--- config.mk ---
export PLATFORM = sky130hd
export DESIGN_NAME = shift_fifo_ctrl_flat
export DESIGN_NICKNAME = d
export VERILOG_FILES = /design/src/rtl/shift_fifo_pkg.sv /design/src/rtl/shift_fifo_ctrl_if.sv /design/src/rtl/shift_store.sv /design/src/rtl/shift_fifo_ctrl.sv /design/src/flat_wrapper.sv
export SDC_FILE = /design/constraint.sdc
export NUM_CORES = 1
export LEC_CHECK = 0
export CORE_AREA = 2 2 68 70
export CTS_CLUSTER_DIAMETER = 40
export DETAILED_ROUTE_END_ITERATION = 7
export DIE_AREA = 0 0 70 72
export GPL_TIMING_DRIVEN = 0
export PLACE_DENSITY = 0.72
export SYNTH_ARGS = -nofsm -noshare
export SYNTH_HDL_FRONTEND = slang
export SYNTH_SLANG_ARGS = --single-unit
--- constraint.sdc ---
create_clock -name clk -period 3.2 [get_ports clk]
set_clock_uncertainty 0.05 [all_clocks]
set_input_delay 0.64 -clock clk [delete_from_list [all_inputs] [get_ports clk]]
set_output_delay 0.64 -clock clk [all_outputs]
set_load 0.01 [all_outputs]
--- src/rtl/shift_fifo_pkg.sv ---
// shift_fifo_pkg
//   Shared definitions for the shift-register FIFO slice: default geometry,
//   the occupancy-counter width helper and the default data word type.
package shift_fifo_pkg;

   localparam int DEF_WIDTH = 4;
   localparam int DEF_DEPTH = 8;

   // Occupancy counter must hold 0..depth inclusive, hence one extra bit.
   function automatic int pc_width(input int depth);
      return $clog2(depth) + 1;
   endfunction

   typedef logic [DEF_WIDTH-1:0] word_t;

endpackage

--- src/rtl/shift_fifo_ctrl_if.sv ---
// shift_fifo_ctrl_if
//   Handshake/data bundle between a producer/consumer and the FIFO.
//   master : drives push, pop, D_in; observes Data_out, pc, full, empty
//   slave  : the FIFO side (directions reversed)
//   When FIFO_ERR_FLAGS_EN is defined the bundle also carries the sticky
//   overflow/underflow flags driven by the FIFO.
interface shift_fifo_ctrl_if
   import shift_fifo_pkg::*;
#(
   parameter int WIDTH = DEF_WIDTH,
   parameter int DEPTH = DEF_DEPTH
) ();

   localparam int PCW = pc_width(DEPTH);

   logic             push;
   logic             pop;
   logic [WIDTH-1:0] D_in;
   logic [WIDTH-1:0] Data_out;
   logic [PCW-1:0]   pc;
   logic             full;
   logic             empty;
`ifdef FIFO_ERR_FLAGS_EN
   logic             overflow;
   logic             underflow;

   modport master (
      output push, pop, D_in,
      input  Data_out, pc, full, empty, overflow, underflow
   );

   modport slave (
      input  push, pop, D_in,
      output Data_out, pc, full, empty, overflow, underflow
   );
`else
   modport master (
      output push, pop, D_in,
      input  Data_out, pc, full, empty
   );

   modport slave (
      input  push, pop, D_in,
      output Data_out, pc, full, empty
   );
`endif

endinterface

--- src/rtl/shift_store.sv ---
// shift_store
//   DEPTH x WIDTH serial-in register chain. Newest word enters at entry 0,
//   every shift moves each entry one slot deeper; the last slot falls off.
//   Ports:
//     clk      - system clock
//     reset    - synchronous active-low clear of every entry
//     shift_en - load D_in into entry 0 and shift the chain
//     D_in     - word to insert
//     entries  - all storage entries, index 0 = newest
module shift_store
   import shift_fifo_pkg::*;
#(
   parameter int WIDTH = DEF_WIDTH,
   parameter int DEPTH = DEF_DEPTH
) (
   input  logic                        clk,
   input  logic                        reset,
   input  logic                        shift_en,
   input  logic [WIDTH-1:0]            D_in,
   output logic [DEPTH-1:0][WIDTH-1:0] entries
);

   always_ff @(posedge clk) begin
      if (!reset) begin
         entries <= '0;
      end else if (shift_en) begin
         entries[0] <= D_in;
         for (int i = 1; i < DEPTH; i++) begin
            entries[i] <= entries[i-1];
         end
      end
   end

endmodule

--- src/rtl/shift_fifo_ctrl.sv ---
// shift_fifo_ctrl
//   Shift-register FIFO: occupancy controller, serial-in register chain
//   (shift_store) and a read mux that presents the oldest entry.
//   Ports:
//     clk   - system clock, all state updates on the rising edge
//     reset - synchronous active-low reset, clears pc and all storage
//     bus   - shift_fifo_ctrl_if.slave: push/pop/D_in in,
//             Data_out/pc/full/empty out
//   Optional build macro FIFO_ERR_FLAGS_EN adds sticky overflow/underflow
//   flags on the bus, cleared only by reset.
module shift_fifo_ctrl
   import shift_fifo_pkg::*;
#(
   parameter int WIDTH = DEF_WIDTH,
   parameter int DEPTH = DEF_DEPTH,
   parameter int PCW   = pc_width(DEPTH)
) (
   input  logic             clk,
   input  logic             reset,
   shift_fifo_ctrl_if.slave bus
);

   logic [PCW-1:0]              pc_q;
   logic [PCW-1:0]              pc_d;
   logic                        full;
   logic                        empty;
   logic                        shift_en;
   logic [DEPTH-1:0][WIDTH-1:0] entries;
   logic [WIDTH-1:0]            data_out;

   assign full  = (pc_q == PCW'(DEPTH));
   assign empty = (pc_q == '0);

   // A push is accepted when there is room, or when a simultaneous pop
   // frees the slot that the shift pushes off the end of the chain.
   assign shift_en = bus.push && (!full || bus.pop);

   always_comb begin
      pc_d = pc_q;
      unique case ({bus.push, bus.pop})
         2'b10: if (!full)  pc_d = pc_q + PCW'(1);
         2'b01: if (!empty) pc_d = pc_q - PCW'(1);
         // Push+pop on an empty FIFO has nothing to pop: acts as push only.
         2'b11: if (empty)  pc_d = PCW'(1);
         default: pc_d = pc_q;
      endcase
   end

   always_ff @(posedge clk) begin
      if (!reset) begin
         pc_q <= '0;
      end else begin
         pc_q <= pc_d;
      end
   end

   shift_store #(
      .WIDTH (WIDTH),
      .DEPTH (DEPTH)
   ) u_store (
      .clk      (clk),
      .reset    (reset),
      .shift_en (shift_en),
      .D_in     (bus.D_in),
      .entries  (entries)
   );

   // Oldest entry sits at index pc-1; a popped word is left in the chain
   // and simply falls outside the pc window.
   always_comb begin
      data_out = '0;
      for (int i = 0; i < DEPTH; i++) begin
         if (pc_q == PCW'(i + 1)) data_out = entries[i];
      end
   end

   assign bus.Data_out = data_out;
   assign bus.pc       = pc_q;
   assign bus.full     = full;
   assign bus.empty    = empty;

`ifdef FIFO_ERR_FLAGS_EN
   logic overflow_q;
   logic underflow_q;

   always_ff @(posedge clk) begin
      if (!reset) begin
         overflow_q  <= 1'b0;
         underflow_q <= 1'b0;
      end else begin
         if (bus.push && full && !bus.pop) overflow_q  <= 1'b1;
         if (bus.pop && empty)             underflow_q <= 1'b1;
      end
   end

   assign bus.overflow  = overflow_q;
   assign bus.underflow = underflow_q;
`endif

endmodule

--- src/flat_wrapper.sv ---
// flat-port wrapper written by rule: the top's interface ports become plain ports
module shift_fifo_ctrl_flat import shift_fifo_pkg::*;
#(
   parameter int WIDTH = DEF_WIDTH,
   parameter int DEPTH = DEF_DEPTH,
   parameter int PCW   = pc_width(DEPTH)
)
  (clk, reset, bus_push, bus_pop, bus_D_in, bus_Data_out, bus_pc, bus_full, bus_empty);
  shift_fifo_ctrl_if #(.WIDTH(WIDTH), .DEPTH(DEPTH)) bus_i ();
  input  logic clk;
  input  logic reset;
  input wire logic [$bits(bus_i.push)-1:0] bus_push;
  input wire logic [$bits(bus_i.pop)-1:0] bus_pop;
  input wire logic [$bits(bus_i.D_in)-1:0] bus_D_in;
  output wire logic [$bits(bus_i.Data_out)-1:0] bus_Data_out;
  output wire logic [$bits(bus_i.pc)-1:0] bus_pc;
  output wire logic [$bits(bus_i.full)-1:0] bus_full;
  output wire logic [$bits(bus_i.empty)-1:0] bus_empty;
  assign bus_i.push = bus_push;
  assign bus_i.pop = bus_pop;
  assign bus_i.D_in = bus_D_in;
  assign bus_Data_out = bus_i.Data_out;
  assign bus_pc = bus_i.pc;
  assign bus_full = bus_i.full;
  assign bus_empty = bus_i.empty;
  shift_fifo_ctrl #(.WIDTH(WIDTH), .DEPTH(DEPTH), .PCW(PCW)) u_core (.clk(clk), .reset(reset), .bus(bus_i));
endmodule
==> results.md, run 1 <==
* Status: complete, no violations
* Number of top-level pins at 18
* Average cell area after synthesis at 7.53 µm²
* Antenna cell count at 0
* Number of clock buffers inserted by TritonCTS at 5
* Pins over their slew limit at 0
* Maximum level of the CTS H-tree at 2
* Buffer type at the clock tree root: sky130_fd_sc_hd__clkbuf_8
* Worst slew margin relative to its limit at 69.1%
* Slowest cell on crit path: sky130_fd_sc_hd__clkdlybuf4s50_1
* Placed cell count at 318
* Area fraction of the dominant cell type after synthesis at 38.3%
* Worst-case vdd ir drop at 0.352 mV
* WL per Instance at 14.4 µm
* Crit path required time at 2.51 ns
* First-pass GRT wire length at 7750 µm
* Fillers at 428
* Post-placement cell area at 0.00211 mm²
* Final hold slack at 0.409 ns
* CP Class: reg2out
* Synthesized-area fraction occupied by xor and xnor cells at 0.465%
* All-layer global routing usage at 19.4%
* Number of optimization iterations in the first detailed-route pass at 4
* CTS tree: yes
* Reg2reg start: u_core.bus.pc[0]
* Main combinational cell family by area after synthesis: compound AO/OA/AOI/OAI gates
* Antenna violations before repair at 0
* Area share of and/or/nand/nor cells after synthesis at 24.9%
* Detailed Route WL at 4710 µm
* Worst Hold Path EP: u_core.u_store.entries[28]
* Top fanout value on the critical path at 10
* RSZ-0062 raised after global routing: no
* Biggest area consumer among synthesized cells: sky130_fd_sc_hd__dfxtp_1
* Die area at 0.00504 mm²
* Power per cell area at 556 mW/mm²
* Asr flop ratio synth at 0%
* DR iter-0 viols at 155
* Height of the die at 72 µm
* Worst path max stage delay at 0.53 ns
* Growth of design area from synthesis to finish at 19.6%
* Final HPWL from detailed placement at 3320 µm
* Clock insertion delay at the later pin of the skew report at 0.30 ns
* Post-CTS repair timing setup buffer count at 0
* Terminus of the critical flop-to-flop path: u_core.u_store.entries[14]
* Final design area excluding fillers at 0.00225 mm²
* Synth Area in Compound Gates at 25.7%
* Internal reg-to-reg setup slack at 1.28 ns
* Worst Min Path Start: u_core.u_store.entries[28]
* Cells along the critical path: inv_1 -> ha_2 -> buf_2 -> a2111oi_2 -> o22ai_1 -> nand2_1 -> clkdlybuf4s50_1
* Synthesis warning total at 0
* Max Root-Sink Buffers at 2
* Total of max-cap violations at 0
* Number of cells on the worst reg-to-reg path at 7
* Register bit total from synthesis at 36
* Cell depth of the worst hold path at 2
* Adder-cell share of the synthesized area at 3.32%
* Worst Setup Start Kind: flop
* EDFF count, synth at 0
* Transition at the pin with the smallest max-transition slack at 0.464 ns
* CP Capture Type: output port
* Number of remaining DRC errors at 0
* Most instantiated flip-flop cell in the synthesis netlist: sky130_fd_sc_hd__dfxtp_1
* Number of distinct library cells after synthesis at 41
* Number of standard cells in the layout, taps in and fillers out at 326
* Maximum number of pins on one net before global-route repair at 11
* Timing-limited maximum frequency at 0.322 GHz
* Post-Synthesis Net Count at 263
* Type of the tightest min-delay check: reg2reg
* Count of final setup violators at 0
* Number of nets at the end of the flow at 286
* Last weighted congestion value of the routability-driven placer at 0.870
* Top post-synthesis cells by count: sky130_fd_sc_hd__nand2_1, sky130_fd_sc_hd__a21oi_1, sky130_fd_sc_hd__dfxtp_1, sky130_fd_sc_hd__nand2b_1, sky130_fd_sc_hd__buf_2
* Final worst-path cycle share at 97.0%
* Static Leakage at 0.749 nW
* Effective utilization at floorplan at 44.1%
* Std-Cell Core Area at 0.00426 mm²
* Number of buffer and inverter instances along the worst setup path at 3
* Portion of netlist area occupied by mux cells at 1.06%
* Total number of clock tree sinks at 36
* Arrival time reported for the critical path endpoint at 2.41 ns
* Row count at 24
* Vias per cell at 5.50
* Number of global-route vias before repair at 1637
* Clk slew on worst S/H paths at 0.07 ns
* Crit path max-delay family: buffers and inverters
* Sequential share of the synthesized area at 38.3%
* Number of hold violations in the final report at 0
* # port buffers at 16
* Mapped Cells at 250
* Share of post-route cells with drive strength above 1 at 12.0%
* Vias at 1792
* Post-route minimum period at 3.10 ns
* DIE WIDTH at 70 µm
* Top post-synthesis cells by area: sky130_fd_sc_hd__dfxtp_1, sky130_fd_sc_hd__nand2_1, sky130_fd_sc_hd__a21oi_1
* Mapped Area at 0.00188 mm²
* Final global-route overflow total at 0
* DRT antenna net count at 0
* Most common cell in the netlist: sky130_fd_sc_hd__nand2_1
-- where the power goes --
| group | internal, mW | switching, mW | total [mW] |
|---|---|---|---|
| registers | 0.466 | 0.0223 | 0.488 |
| logic | 0.189 | 0.237 | 0.426 |
| clock network | 0.176 | 0.162 | 0.337 |
-- state kept, by name, indices dropped and copies added, names as in the netlist --
signal	flops
u_core.bus.pc	4
u_core.u_store.entries	32
-- cell usage in the layout, fill, tap and decap left out, drive strengths merged, types with 2 or more instances in the layout --
cell,count
a2111oi,3
a21oi,47
a22oi,3
a31oi,4
and2,2
and2b,2
buf,12
clkbuf,12
clkdlybuf4s50,16
dfxtp,36
ha,5
inv,5
mux2i,2
nand2,75
nand2b,9
nand3b,4
nor2,5
nor2b,2
nor3,2
o21a,2
o21ai,5
o21bai,2
o22ai,3
o32ai,3
o41ai,2
-- cells by family (layout without fill, tap and decap cells) --
group / count (synthesis) / after routing
DFF: 36 / 36
AOI/OAI and AO/OA: 80 / 80
muxes: 2 / 2
adders and majority gates: 5 / 5
and+or+nand+nor: 104 / 104
xor gates and xnor gates: 1 / 1
buffers and inverters: 22 / 46
-- final cells by class --
type	instances	area (µm²)	share of cell area, %
Inverter	6	22.5	1.00
Buffer	16	98.8	4.39
Multi-Input combinational cell	192	1090	48.5
Clock buffer	8	90.1	4.00
Sequential cell	36	723	32.1
Timing Repair Buffer	16	160	7.12
Tap cell	52	65.1	2.89
-- layer usage --
metal  share of wire (%)  GRT usage [%]
met5                   0              0
met4                 1.9           9.19
met3                 5.5           4.03
met2                  46           29.7
met1                  47           26.4
-- repair_timing --
action	in CTS	in global routing
pin swaps	0	0
setup endpoints to repair	4	4
resized for setup	10	9
hold buffers	0	0
cloned	0	0
-- stage by stage --
| step | setup TNS [ns] | worst slack (ns) | utilization (%) | power (mW) |
|---|---|---|---|---|
| 2_1_floorplan | 0 | 0.843 | - | 0.747 |
| 3_3_place_gp | 0 | 0.0774 | 49.4 | 0.884 |
| 5_1_grt | 0 | 0.00548 | 52.8 | 1.32 |
| 3_5_place_dp | 0 | 0.0314 | 49.4 | 0.886 |
| 4_1_cts | -0.110 | -0.0485 | 52.1 | 1.23 |
| 6_report | 0 | 0.0967 | 52.8 | 1.25 |
-- worst max path at each step --
stage                      from              end  slack [ns]  depth (start not counted)
3_3_place_gp   u_core.bus.pc[0]  bus_Data_out[2]        0.08                          7
2_1_floorplan  u_core.bus.pc[0]  bus_Data_out[2]        0.84                          6
6_report       u_core.bus.pc[0]  bus_Data_out[2]         0.1                          7
4_1_cts        u_core.bus.pc[1]  bus_Data_out[1]       -0.05                          7
3_5_place_dp   u_core.bus.pc[0]  bus_Data_out[2]        0.03                          7
5_1_grt        u_core.bus.pc[0]  bus_Data_out[0]       0.005                          7
-- worst reg2reg max path, delay by kind of cell (launching register included) --
family                     cells  cell delay [ns]
AOI/OAI and AO/OA              2             0.41
and+or+nand+nor                2             0.33
DFF                            1             0.42
buffers and inverters          2             0.37
adders and majority gates      1             0.27
Power figures use the tool's default switching activity.
==> run 2: changes to the inputs <==
- CORE_AREA: 2 2 68 70 -> 2 2 65 67
- DIE_AREA: 0 0 70 72 -> 0 0 67 69
- PLACE_DENSITY: 0.72 -> 0.77
==> run 2 against run 1 <==
Sequential share of layout area is 0.075 points higher. Combinational power is 1% higher. Sequential power hardly changed. Fmax up 0.40%. Largest power group unchanged. Critical path depth unchanged. Clock power shrank 2%. Setup slack improved by 0.012 ns.
==> results.md, run 2 (same netlist as run 1, synthesis figures left out) <==
* Final worst-path cycle share at 96.6%
* Row count at 23
* Cell depth of the worst hold path at 2
* Maximum level of the CTS H-tree at 2
* CP Capture Type: output port
* Pins over their slew limit at 0
* Register bank with the most flops: u_core.u_store.entries
* Total number of clock tree sinks at 36
* Vias per cell at 5.70
* Max Root-Sink Buffers at 2
* Footprint of the multi-input gates at 0.00109 mm²
* CP Class: reg2out
* All-layer global routing usage at 21.5%
* Static Leakage at 0.750 nW
* Worst slew margin relative to its limit at 71.3%
* DIE WIDTH at 67 µm
* Post-layout power at 1.25 mW
* First-pass GRT wire length at 7760 µm
* Worst Setup Start Kind: flop
* Switching Power at 418 µW
* Combinational fraction of design power at 34.4%
* Commonest non-fill, non-tap cell in the layout: sky130_fd_sc_hd__nand2_1
* Last weighted congestion value of the routability-driven placer at 0.864
* Reg2reg start: u_core.bus.pc[0]
* Antenna violations before repair at 0
* Internal reg-to-reg setup slack at 1.25 ns
* Clk slew on worst S/H paths at 0.07 ns
* Number of hold violations in the final report at 0
* Hold bufs inserted after CTS at 0
* Number of optimization iterations in the first detailed-route pass at 4
* Timing-limited maximum frequency at 0.324 GHz
* Antenna cell count at 0
* Max reg flops at 32
* Total of max-cap violations at 0
* # port buffers at 16
* Number of top-level pins at 18
* DR iter-0 viols at 120
* Height of the die at 69 µm
* Buffer type at the clock tree root: sky130_fd_sc_hd__clkbuf_8
* Worst Min Path Start: u_core.u_store.entries[29]
* CTS tree: yes
* Worst path max stage delay at 0.57 ns
* Final hold slack at 0.413 ns
* Placed cell count at 316
* Std-Cell Core Area at 0.00391 mm²
* Arrival time reported for the critical path endpoint at 2.40 ns
* Maximum number of pins on one net before global-route repair at 11
* Cells along the critical path: inv_1 -> ha_2 -> nand2b_1 -> nor2_4 -> a31oi_1 -> a21oi_1 -> clkdlybuf4s50_1
* Post-route minimum period at 3.09 ns
* WL per Instance at 14.2 µm
* Growth of design area from synthesis to finish at 19.7%
* Fillers at 359
* Number of clock buffers inserted by TritonCTS at 5
* Portion of total power attributed to the clock network at 26.4%
* Area of all sequential standard cells at 726 µm²
* Number of global-route vias before repair at 1593
* Top fanout value on the critical path at 8
* Vias at 1847
* Number of cells on the worst reg-to-reg path at 7
* Sequential Power Share at 39.2%
* Power per cell area at 556 mW/mm²
* Worst-case vdd ir drop at 0.387 mV
* Transition at the pin with the smallest max-transition slack at 0.430 ns
* Effective utilization at floorplan at 48.1%
* Share of post-route cells with drive strength above 1 at 12.0%
* Type of the tightest min-delay check: reg2reg
* Terminus of the critical flop-to-flop path: u_core.u_store.entries[14]
* Number of nets at the end of the flow at 286
* TNS Setup at 0 ns
* Final HPWL from detailed placement at 3210 µm
* Most frequent cells in the layout: sky130_fd_sc_hd__nand2_1, sky130_fd_sc_hd__a21oi_1, sky130_fd_sc_hd__dfxtp_1
* Number of buffer and inverter instances along the worst setup path at 2
* Worst Hold Path EP: u_core.u_store.entries[29]
* Count of final setup violators at 0
* Detailed Route WL at 4610 µm
* Status: complete, no violations
* Die area at 0.00462 mm²
* Final global-route overflow total at 0
* Internal power consumption at 836 µW
* Number of standard cells in the layout, taps in and fillers out at 324
* Share of the core filled with cells at 57.6%
* Clock insertion delay at the later pin of the skew report at 0.29 ns
* Switching power share of the total at 33.3%
* Crit path required time at 2.51 ns
* Slowest cell on crit path: sky130_fd_sc_hd__clkdlybuf4s50_1
* Number of remaining DRC errors at 0
* DRT antenna net count at 0
* Crit path max-delay family: buffers and inverters
-- run 2: cell count changes in the layout (fill, tap and decap cells not counted) --
cell	delta
sky130_fd_sc_hd__clkbuf_4	+1
sky130_fd_sc_hd__buf_2	-1
sky130_fd_sc_hd__dfxtp_4	+1
sky130_fd_sc_hd__dfxtp_2	-1
-- run 2: what timing repair did --
item	4_1_cts	5_1_grt
hold endpoints to repair	0	0
buffers inserted	0	0
endpoints found under the setup margin	4	4
resized for setup	8	13
-- run 2: area by class of cell --
cell class	count	area share, %
inverters	6	0.999
repair buffers	16	7.11
well taps	50	2.78
multi-input cells	192	48.4
clock buffers	8	4.00
flip-flops and latches	36	32.2
plain buffers	16	4.50
-- run 2: how the worst max path moves through the flow --
stage | from | end | cells after the start
after global placement | u_core.bus.pc[0] | bus_Data_out[2] | 7
after detailed placement | u_core.bus.pc[0] | bus_Data_out[2] | 7
after CTS | u_core.bus.pc[0] | bus_Data_out[2] | 7
after floorplan | u_core.bus.pc[0] | bus_Data_out[2] | 6
final | u_core.bus.pc[0] | bus_Data_out[3] | 7
after global routing | u_core.bus.pc[0] | bus_Data_out[0] | 7
-- run 2: routing by layer --
metal  vias up  part of all wire [%]  track usage, %
met3         7                   5.5            3.92
met1       874                    47            31.6
met5         -                     0               0
li1        915                     -               -
met4         0                   1.5            9.30
met2        51                    46            30.3
-- run 2: worst min-delay path: cells and delay by family (launching register included) --
kind | cells | cell delay (ns)
AO/OA/AOI/OAI | 1 | 0.05
flip-flops | 1 | 0.32
AND/OR/NAND/NOR | 1 | 0.05
-- run 2: power groups by stage --
stage | Combinational [mW] | Clock, mW | Sequential [mW]
floorplan | 0.252 | 0 | 0.496
global placement | 0.382 | 0 | 0.497
detailed placement | 0.387 | 0 | 0.497
CTS | 0.402 | 0.333 | 0.488
global route | 0.472 | 0.349 | 0.493
finish | 0.432 | 0.331 | 0.491
-- run 2: metrics by stage --
| stage | setup WS [ns] | instance area, µm² |
|---|---|---|
| floorplan | 0.843 | 1880 |
| global placement | 0.0923 | 2100 |
| detailed placement | 0.0341 | 2100 |
| CTS | 0.0134 | 2210 |
| global route | -0.0133 | 2250 |
| finish | 0.109 | 2250 |
